[src/rtl/bist_fault_campaign_ctrl.sv]
// bist_fault_campaign_ctrl: exhaustive-pattern BIST sequencer with single stuck-at fault
// injection, golden-response capture and per-fault detection reporting.
`default_nettype none

module bist_fault_campaign_ctrl #(
  parameter int N_IN    = 3,
  parameter int N_SITES = 12,
  parameter int CNT_W   = 5
) (
  input  logic                     clk,
  input  logic                     rst_n,
  input  logic                     start,
  output logic [N_IN-1:0]          cut_a,
  output logic [N_SITES-1:0]       cut_check,
  output logic                     cut_value,
  input  logic                     cut_y,
  output logic                     busy,
  output logic                     done,
  output logic [2**N_IN-1:0]       golden,
  output logic [2*N_SITES-1:0]     detected_mask,
  output logic [CNT_W-1:0]         fault_count
);

  localparam int NPAT   = 2**N_IN;
  localparam int NF     = 2*N_SITES;
  localparam int FIDX_W = $clog2(NF);

  typedef enum logic [1:0] {
    S_IDLE   = 2'd0,
    S_GOLDEN = 2'd1,
    S_FAULT  = 2'd2,
    S_DONE   = 2'd3
  } state_t;

  state_t              state_q, state_d;
  logic [N_IN-1:0]     pat_q, pat_d;
  logic [FIDX_W-1:0]   fidx_q, fidx_d;
  logic                flag_q, flag_d;
  logic [NPAT-1:0]     golden_q, golden_d;
  logic [NF-1:0]       mask_q, mask_d;
  logic [CNT_W-1:0]    count_q, count_d;
  logic [N_SITES-1:0]  check_q, check_d;
  logic                value_q, value_d;

  logic mismatch;
  logic hit;
  logic last_pat;

  assign mismatch = cut_y ^ golden_q[pat_q];
  assign hit      = flag_q | mismatch;
  assign last_pat = (pat_q == N_IN'(NPAT-1));

  always_comb begin
    state_d  = state_q;
    pat_d    = pat_q;
    fidx_d   = fidx_q;
    flag_d   = flag_q;
    golden_d = golden_q;
    mask_d   = mask_q;
    count_d  = count_q;

    unique case (state_q)
      S_IDLE: begin
        if (start) begin
          state_d  = S_GOLDEN;
          pat_d    = '0;
          fidx_d   = '0;
          flag_d   = 1'b0;
          golden_d = '0;
          mask_d   = '0;
          count_d  = '0;
        end
      end
      S_GOLDEN: begin
        golden_d[pat_q] = cut_y;
        pat_d           = pat_q + N_IN'(1);
        if (last_pat) begin
          state_d = S_FAULT;
          fidx_d  = '0;
        end
      end
      S_FAULT: begin
        pat_d  = pat_q + N_IN'(1);
        flag_d = hit;
        // Every fault sees all patterns; the verdict is committed on the last one.
        if (last_pat) begin
          mask_d[fidx_q] = hit;
          count_d        = count_q + CNT_W'(hit);
          flag_d         = 1'b0;
          if (fidx_q == FIDX_W'(NF-1)) begin
            state_d = S_DONE;
            fidx_d  = '0;
          end else begin
            fidx_d = fidx_q + FIDX_W'(1);
          end
        end
      end
      S_DONE: begin
        state_d = S_IDLE;
      end
      default: begin
        state_d = S_IDLE;
      end
    endcase

    // Fault-select drives are registered alongside the state that uses them.
    check_d = '0;
    value_d = 1'b0;
    if (state_d == S_FAULT) begin
      check_d = N_SITES'(1) << (fidx_d >> 1);
      value_d = fidx_d[0];
    end
  end

  always_ff @(posedge clk or negedge rst_n) begin
    if (!rst_n) begin
      state_q  <= S_IDLE;
      pat_q    <= '0;
      fidx_q   <= '0;
      flag_q   <= 1'b0;
      golden_q <= '0;
      mask_q   <= '0;
      count_q  <= '0;
      check_q  <= '0;
      value_q  <= 1'b0;
    end else begin
      state_q  <= state_d;
      pat_q    <= pat_d;
      fidx_q   <= fidx_d;
      flag_q   <= flag_d;
      golden_q <= golden_d;
      mask_q   <= mask_d;
      count_q  <= count_d;
      check_q  <= check_d;
      value_q  <= value_d;
    end
  end

  assign cut_a         = pat_q;
  assign cut_check     = check_q;
  assign cut_value     = value_q;
  assign busy          = (state_q == S_GOLDEN) || (state_q == S_FAULT);
  assign done          = (state_q == S_DONE);
  assign golden        = golden_q;
  assign detected_mask = mask_q;
  assign fault_count   = count_q;

endmodule

`default_nettype wire

[config.mk]
export PLATFORM = sky130hd
export DESIGN_NAME = bist_fault_campaign_ctrl
export DESIGN_NICKNAME = d
export VERILOG_FILES = /design/src/rtl/bist_fault_campaign_ctrl.sv
export SDC_FILE = /design/constraint.sdc
export NUM_CORES = 1
export LEC_CHECK = 0
export ABC_AREA = 1
export BUFFER_PORTS_ARGS = -buffer_cell sky130_fd_sc_hd__buf_2
export CORE_ASPECT_RATIO = 2
export CORE_MARGIN = 3
export CORE_UTILIZATION = 40
export DETAILED_ROUTE_END_ITERATION = 7
export GPL_TIMING_DRIVEN = 1
export MAX_ROUTING_LAYER = met4
export PLACE_DENSITY = 0.7
export SLEW_MARGIN = 0
export SYNTH_ARGS = -nofsm -noshare
export SYNTH_HDL_FRONTEND = slang
export SYNTH_SLANG_ARGS = --single-unit
[constraint.sdc]
create_clock -name clk -period 2.13 [get_ports clk]
set_clock_uncertainty 0.15 [all_clocks]
set_input_delay 0.1065 -clock clk [delete_from_list [all_inputs] [get_ports clk]]
set_output_delay 0.1065 -clock clk [all_outputs]
set_load 0.005 [all_outputs]
# [Yosys cells after proc, flatten, opt, wreduce, memory -nomap -nowiden]
# Index checks and enable logic that the tools add are counted.
[op_classes] div_mod_pow=0 reduce_logical=12 addsub=3 eq_ne=8 order_cmp=4 multipliers=0 mux=33 shift=1 n_bitwise=2
[ops] operator="24-bit two-way mux" count=2
[ops] operator="24-bit case mux with 2 select lines" count=1
[ops] operator="5-bit two-way mux" count=6
[ops] operator="24-bit bitwise mux" count=1
[ops] operator="8-bit case mux with 2 select lines" count=1
[ops] operator="5-bit case mux with 3 select lines" count=1
[ops] operator="12-bit two-way mux" count=1
[ops] operator="1-bit by 4-bit left shift with 12-bit output, first input constant" count=1
[ops] operator="5-bit case mux with 2 select lines" count=1
[ops] operator="8-bit bitwise mux" count=1
[ops] operator="2-bit two-way mux" count=4
[ops] operator="8-bit two-way mux" count=1
[ops] operator="2-bit case mux with 4 select lines" count=1
[ops] operator="2-bit == test, second input constant" count=3
[ops] operator="5-bit by 6-bit less-than comparator with 1-bit output, second input constant" count=1
[ops] operator="1-bit two-way mux" count=6
[ops] operator="3-bit case mux with 2 select lines" count=1
[ops] operator="2-bit AND reduction" count=3
[ops] operator="2-bit nonzero test" count=3
[ops] operator="5-bit by 1-bit adder with 5-bit output" count=1
[ops] operator="5-bit by 1-bit adder with 5-bit output, second input constant" count=1
[ops] operator="1-bit demux with 5-bit select" count=1
[ops] operator="5-bit == test, second input constant" count=1
[ops] operator="5-bit by 1-bit greater-or-equal comparator with 1-bit output, second input constant" count=1
[ops] operator="17 further kinds" count=19
[word_totals] output_inout_bits=55 ramBits=0 memories=0 wordCells=72 input_bits=4 reg_bits=61 latch_bits=0 romBits=0

# [Depth between registers and ports, before layout]
[logic_depth] ltp_word=7 mapped_depth=18 mapped_depth_nobuf=16

# [Worst setup path after synthesis]
# Ideal clock, no wire load.
[synth_timing] path_kind="register to register" from="register pat_q[0] (netlist: cut_a[0])" to="register count_q[4] (netlist: fault_count[4])" stages_incl_launch_ff=18 t_required_ps=1844 setup_ps=136 path_buffers=2 synth_period_minus_slack_ps=2322 arrival_ps=2036 slack_ps=-192 cell_sequence="dfrtp_1 > buf_6 > inv_4 > buf_8 > nand2_1 > nand2_1 > nor2_2 > nor2_2 > nand2_1 > nand2_2 > nand2_4 > nand2_1 > ha_1 > ha_1 > inv_1 > nor3_1 > and3_1 > nor3_1"
[synth_between] elab_chain_len=7 word_cells_on_any_way=10 classes_between="1 x add/sub; 2 x eq/ne; 4 x mux; 2 x bitwise; 1 x reduce/logical"
[synth_lines] item="start, declared" line="36" rtl="logic [N_IN-1:0] pat_q, pat_d;"
[synth_lines] item="start signal, assigned" line="128" rtl="pat_q <= pat_d;"
[synth_lines] item="1-bit binary-select mux with 3-bit select" line="49" rtl="assign mismatch = cut_y ^ golden_q[pat_q];"
[synth_lines] item="1-bit two-way mux (not written as such)" line="49"
[synth_lines] item="1-bit bitwise XOR" line="49"
[synth_lines] item="1-bit bitwise OR" line="50" rtl="assign hit = flag_q | mismatch;"
[synth_lines] item="5-bit by 1-bit adder with 5-bit output" line="88" rtl="count_d = count_q + CNT_W'(hit);"
[synth_lines] item="5-bit two-way mux" line="86" rtl="if (last_pat) begin"
[synth_lines] item="5-bit case mux with 2 select lines" line="62" rtl="unique case (state_q)"
[synth_lines] item="end signal, assigned" line="133" rtl="count_q <= count_d;"
[synth_lines] item="end, declared" line="41" rtl="logic [CNT_W-1:0] count_q, count_d;"
# Several ways; a longest one is shown, not always the timed one. The select of a mux whose other input is x is not followed.
# A chain may end at the register's enable or synchronous reset.

# [Worst setup path after layout]
[layout_timing] from="register pat_q[0] (netlist: cut_a[0])" to="register check_q[2] (netlist: cut_check[2])"
[layout_between] elab_chain_len=5 word_cells_on_any_way=10 classes_between="2 x eq/ne; 1 x shift; 7 x mux"
[layout_lines] item="3-bit == test *" line="51" rtl="assign last_pat = (pat_q == N_IN'(NPAT-1));"
[layout_lines] item="2-bit two-way mux, or another cell as far along" line="86"
[layout_lines] item="2-bit case mux with 4 select lines / 5-bit case mux with 3 select lines (equally long branches)" line="62"
[layout_lines] item="2-bit == test / 1-bit by 4-bit left shift with 12-bit output (equally long branches)" line="109, 110"
[layout_lines] item="12-bit two-way mux *" line="109" rtl="if (state_d == S_FAULT) begin"
[layout_lines] item="net check_d[2]" line="42" rtl="logic [N_SITES-1:0] check_q, check_d;"
[layout_lines] item="end signal, assigned" line="134" rtl="check_q <= check_d;"
[layout_lines] item="end, declared" line="42"
# Mark *: on every way through the listed nets, which the timed path passes. The rest lies on a longest branch.

==> results.md <==
- Worst Path Arrival: roughly 2200 ps
- Post-Synthesis Mean Instance Area: around 7.7 µm²
- Total Routed Length: between 8 and 9 mm
- Hold crit path type: in -> async
- Power Density: between 600 and 700 nW/µm²
- Post-synth net total: 470
- Final Hold Viols: 0
- Overall die width: 71.9 µm
- Maximum number of pins on one net before global-route repair: 30
- Data required time at the worst endpoint: around 2200 ps
- RSZ-0062 raised after global routing: true
- Largest voltage drop on the vdd net: 0.681 mV
- Worst setup SP type: flip-flop
- Critical R2R Capture: cut_check[2]
- Count of pins over their slew limit: 0
- Total routing resource utilization after global routing: 0.191
- Detailed placement HPWL: 6.49 mm
- Worst-Margin Slew: 469 ps
- Clock latency on the worst-skew pair: 330 ps
- PortBufs: 58
- Commonest cells after routing, fill and taps aside: nand2_1, nor2_1, dfrtp_1
- Root buffer cell: clkbuf_16
- Critical path class: reg -> reg
- Distinct cells, synth: 31
- Number of iterations in the first detailed-routing pass: 4
- Post-route ant nets: 0
- Wire length of the first global-routing pass: roughly 14 mm
- Rows: between 40 and 50
- Final cycle utilization of the critical path: 0.990
- Area fraction of the dominant cell type after synthesis: 0.439
- Max Buffers Root-to-Sink: 2
- Fraction of final layout cells with drive strength greater than 1: 0.327
- Average wire length per cell after detail routing: roughly 13 µm
- Fillers: 787
- Starting density of the core: 0.416
- Number of warnings issued by yosys: 0
- Post-synthesis cell type with the largest combined area: dfrtp_1
- Detail-routed via count per cell: about 5.0
- Clock transition time at the flip-flop clock pins of the worst setup and hold paths: roughly 50 ps
- F_max: approximately 470 MHz
- DR vias: roughly 3200
- Status: finished, final reports clean
- H-tree depth: 3
- Leakage: around 2.5 nW
- Total Die Area: 9910 µm²
- Mapped Area: 3470 µm²
- Clock buffers created by TritonCTS: 9
- Cell count of the worst reg-to-reg path: 10
- Gpl congestion: ~0.93
- Crit path setup slack, layout: just over 20 ps
- Tmin final: around 2100 ps
- CP max FO: 7
- DR DRC count: 0
- Antenna diode count: 0
- Initial antenna violation count: 0
- CTS tree: built
- Flip-flop and latch count after synthesis: a little over 60
- Congestion Overflow GR: 0
- Number of sinks driven by the clock tree: 61
- Sequential element share of the synthesized area: 0.439
- Reg-to-reg critical path startpoint: cut_a[0]
- Number of ports placed on the die boundary: 59
- Post-placement setup slack: -116 ps
- Setup violations, final: 0
- Final net count: 566
- Finished Core Util: 0.546
- Flop-to-flop setup slack: around 20 ps
- Slew headroom: 0.687
- Vias in the first global route: between 3000 and 4000
- Area growth, synth to finish: 31.1%
- Most frequent standard cell in the layout excluding fill and tap cells: nand2_1
- Biggest area contributors in the synthesized netlist: dfrtp_1, nand2_1, nor2_1
- Die height: between 100 and 150 µm
- Core region area: 8350 µm²
- Nature of the critical path endpoint: flip-flop
- Number of design-rule violations left by the first detailed-router iteration: 201
- Max-cap viol count: 0
- Gate count of the mapped netlist: approximately 450
## kinds of logic after synthesis
kind of cell / synth area share
and+or+nand+nor: 0.367
buffers and inverters: 0.0990
adders and majority gates: 0.0468
DFF: 0.439
AOI/OAI and AO/OA: 0.0450
xor gates and xnor gates: 0.00252
## routing by layer
| metal | share of wire | track usage | up-vias |
|---|---|---|---|
| met2 | 0.57 | 0.351 | 75 |
| met1 | 0.36 | 0.183 | 1531 |
| met3 | 0.037 | 0.0453 | 20 |
| met5 | 0 | - | - |
| met4 | 0.028 | 0.0941 | 0 |
| li1 | - | - | 1618 |
## worst max path at each step
stage / start / end / slack [ps] / cells after the start
2_1_floorplan: cut_a[0] / fault_count[4] / -100 / 17
3_3_place_gp: cut_a[0] / cut_check[7] / -40 / 9
3_5_place_dp: cut_a[0] / fault_count[4] / -120 / 16
4_1_cts: cut_a[0] / fault_count[4] / -20 / 16
5_1_grt: cut_a[0] / fault_count[2] / -110 / 14
6_report: cut_a[0] / cut_check[2] / 20 / 10
## critical path, cell delays in order (launching register included)
cell and delay, ps:
dfrtp_2 470, ha_1 230, ha_2 220, buf_4 150, nor2_1 90, o22ai_1 70
nor2_1 170, a21oi_1 80, buf_4 160, nand2_1 130, nor2_1 70
## sequential cells by signal, indices dropped and copies added, names as in the netlist
| name | cells |
|---|---|
| detected_mask | 24 |
| cut_check | 12 |
| golden | 8 |
| fault_count | 5 |
| fidx_q | 5 |
| cut_a | 3 |
| state_q | 2 |
| cut_value | 1 |
| flag_q | 1 |
## per-stage QoR
stage / cells / area (µm²) / total power, mW / hold WS [ps] / TNS [ps]
2_1_floorplan: 453 / 3510 / 1.31 / -339 / -99.3
3_3_place_gp: 626 / 4050 / 1.37 / -92.6 / -171
3_5_place_dp: 626 / 4050 / 1.38 / -88.1 / -827
4_1_cts: 645 / 4400 / 2.94 / 72.7 / -22.8
5_1_grt: 652 / 4560 / 3.00 / 115 / -977
6_report: 652 / 4560 / 2.91 / 88.7 / 0
## area by class of cell
| class | instances | area [µm²] | share of cell area |
|---|---|---|---|
| Inverter | 59 | 224 | 0.0491 |
| Multi-Input combinational cell | 319 | 1750 | 0.384 |
| Clock buffer | 9 | 225 | 0.0494 |
| Tap cell | 98 | 123 | 0.0269 |
| Clock inverter | 7 | 90.1 | 0.0198 |
| Timing Repair Buffer | 99 | 617 | 0.135 |
| Sequential cell | 61 | 1530 | 0.336 |
## cells in the mapped netlist
master and n:
inv_2 3, a21oi_1 10, xor2_1 1, o22ai_1 2
clkinv_1 1, o21ai_1 2, buf_4 3, ha_1 13
nand3b_2 1, buf_6 1, nor3_1 19, dfrtp_1 61
nand2_1 99, nor3b_1 1, nor2_2 4, o21ai_0 15
buf_2 4, clkbuf_1 3, nand3_1 22, inv_1 54
nand3_2 21, and2_1 2, nand2_4 1, and3_1 2
nand4_1 7, nor2_1 94, buf_8 1, o21ai_2 1
buf_12 2, nand2_2 2, inv_4 1
## power breakdown
group / leakage (nW) / switching, mW / internal [mW]
Combinational: 1.52 / 0.0850 / 0.0584
Clock: 0.151 / 0.525 / 1.02
Sequential: 0.787 / 0.0343 / 1.19
Total: 2.45 / 0.645 / 2.26
## timing repair
action,CTS,global route
hold buffers,1,0
setup endpoints to repair,20,35
pin swaps,2,10
setup buffers,2,7
endpoints found under the hold margin,32,0
gates resized for setup,3,29
Power figures use the tool's default switching activity.
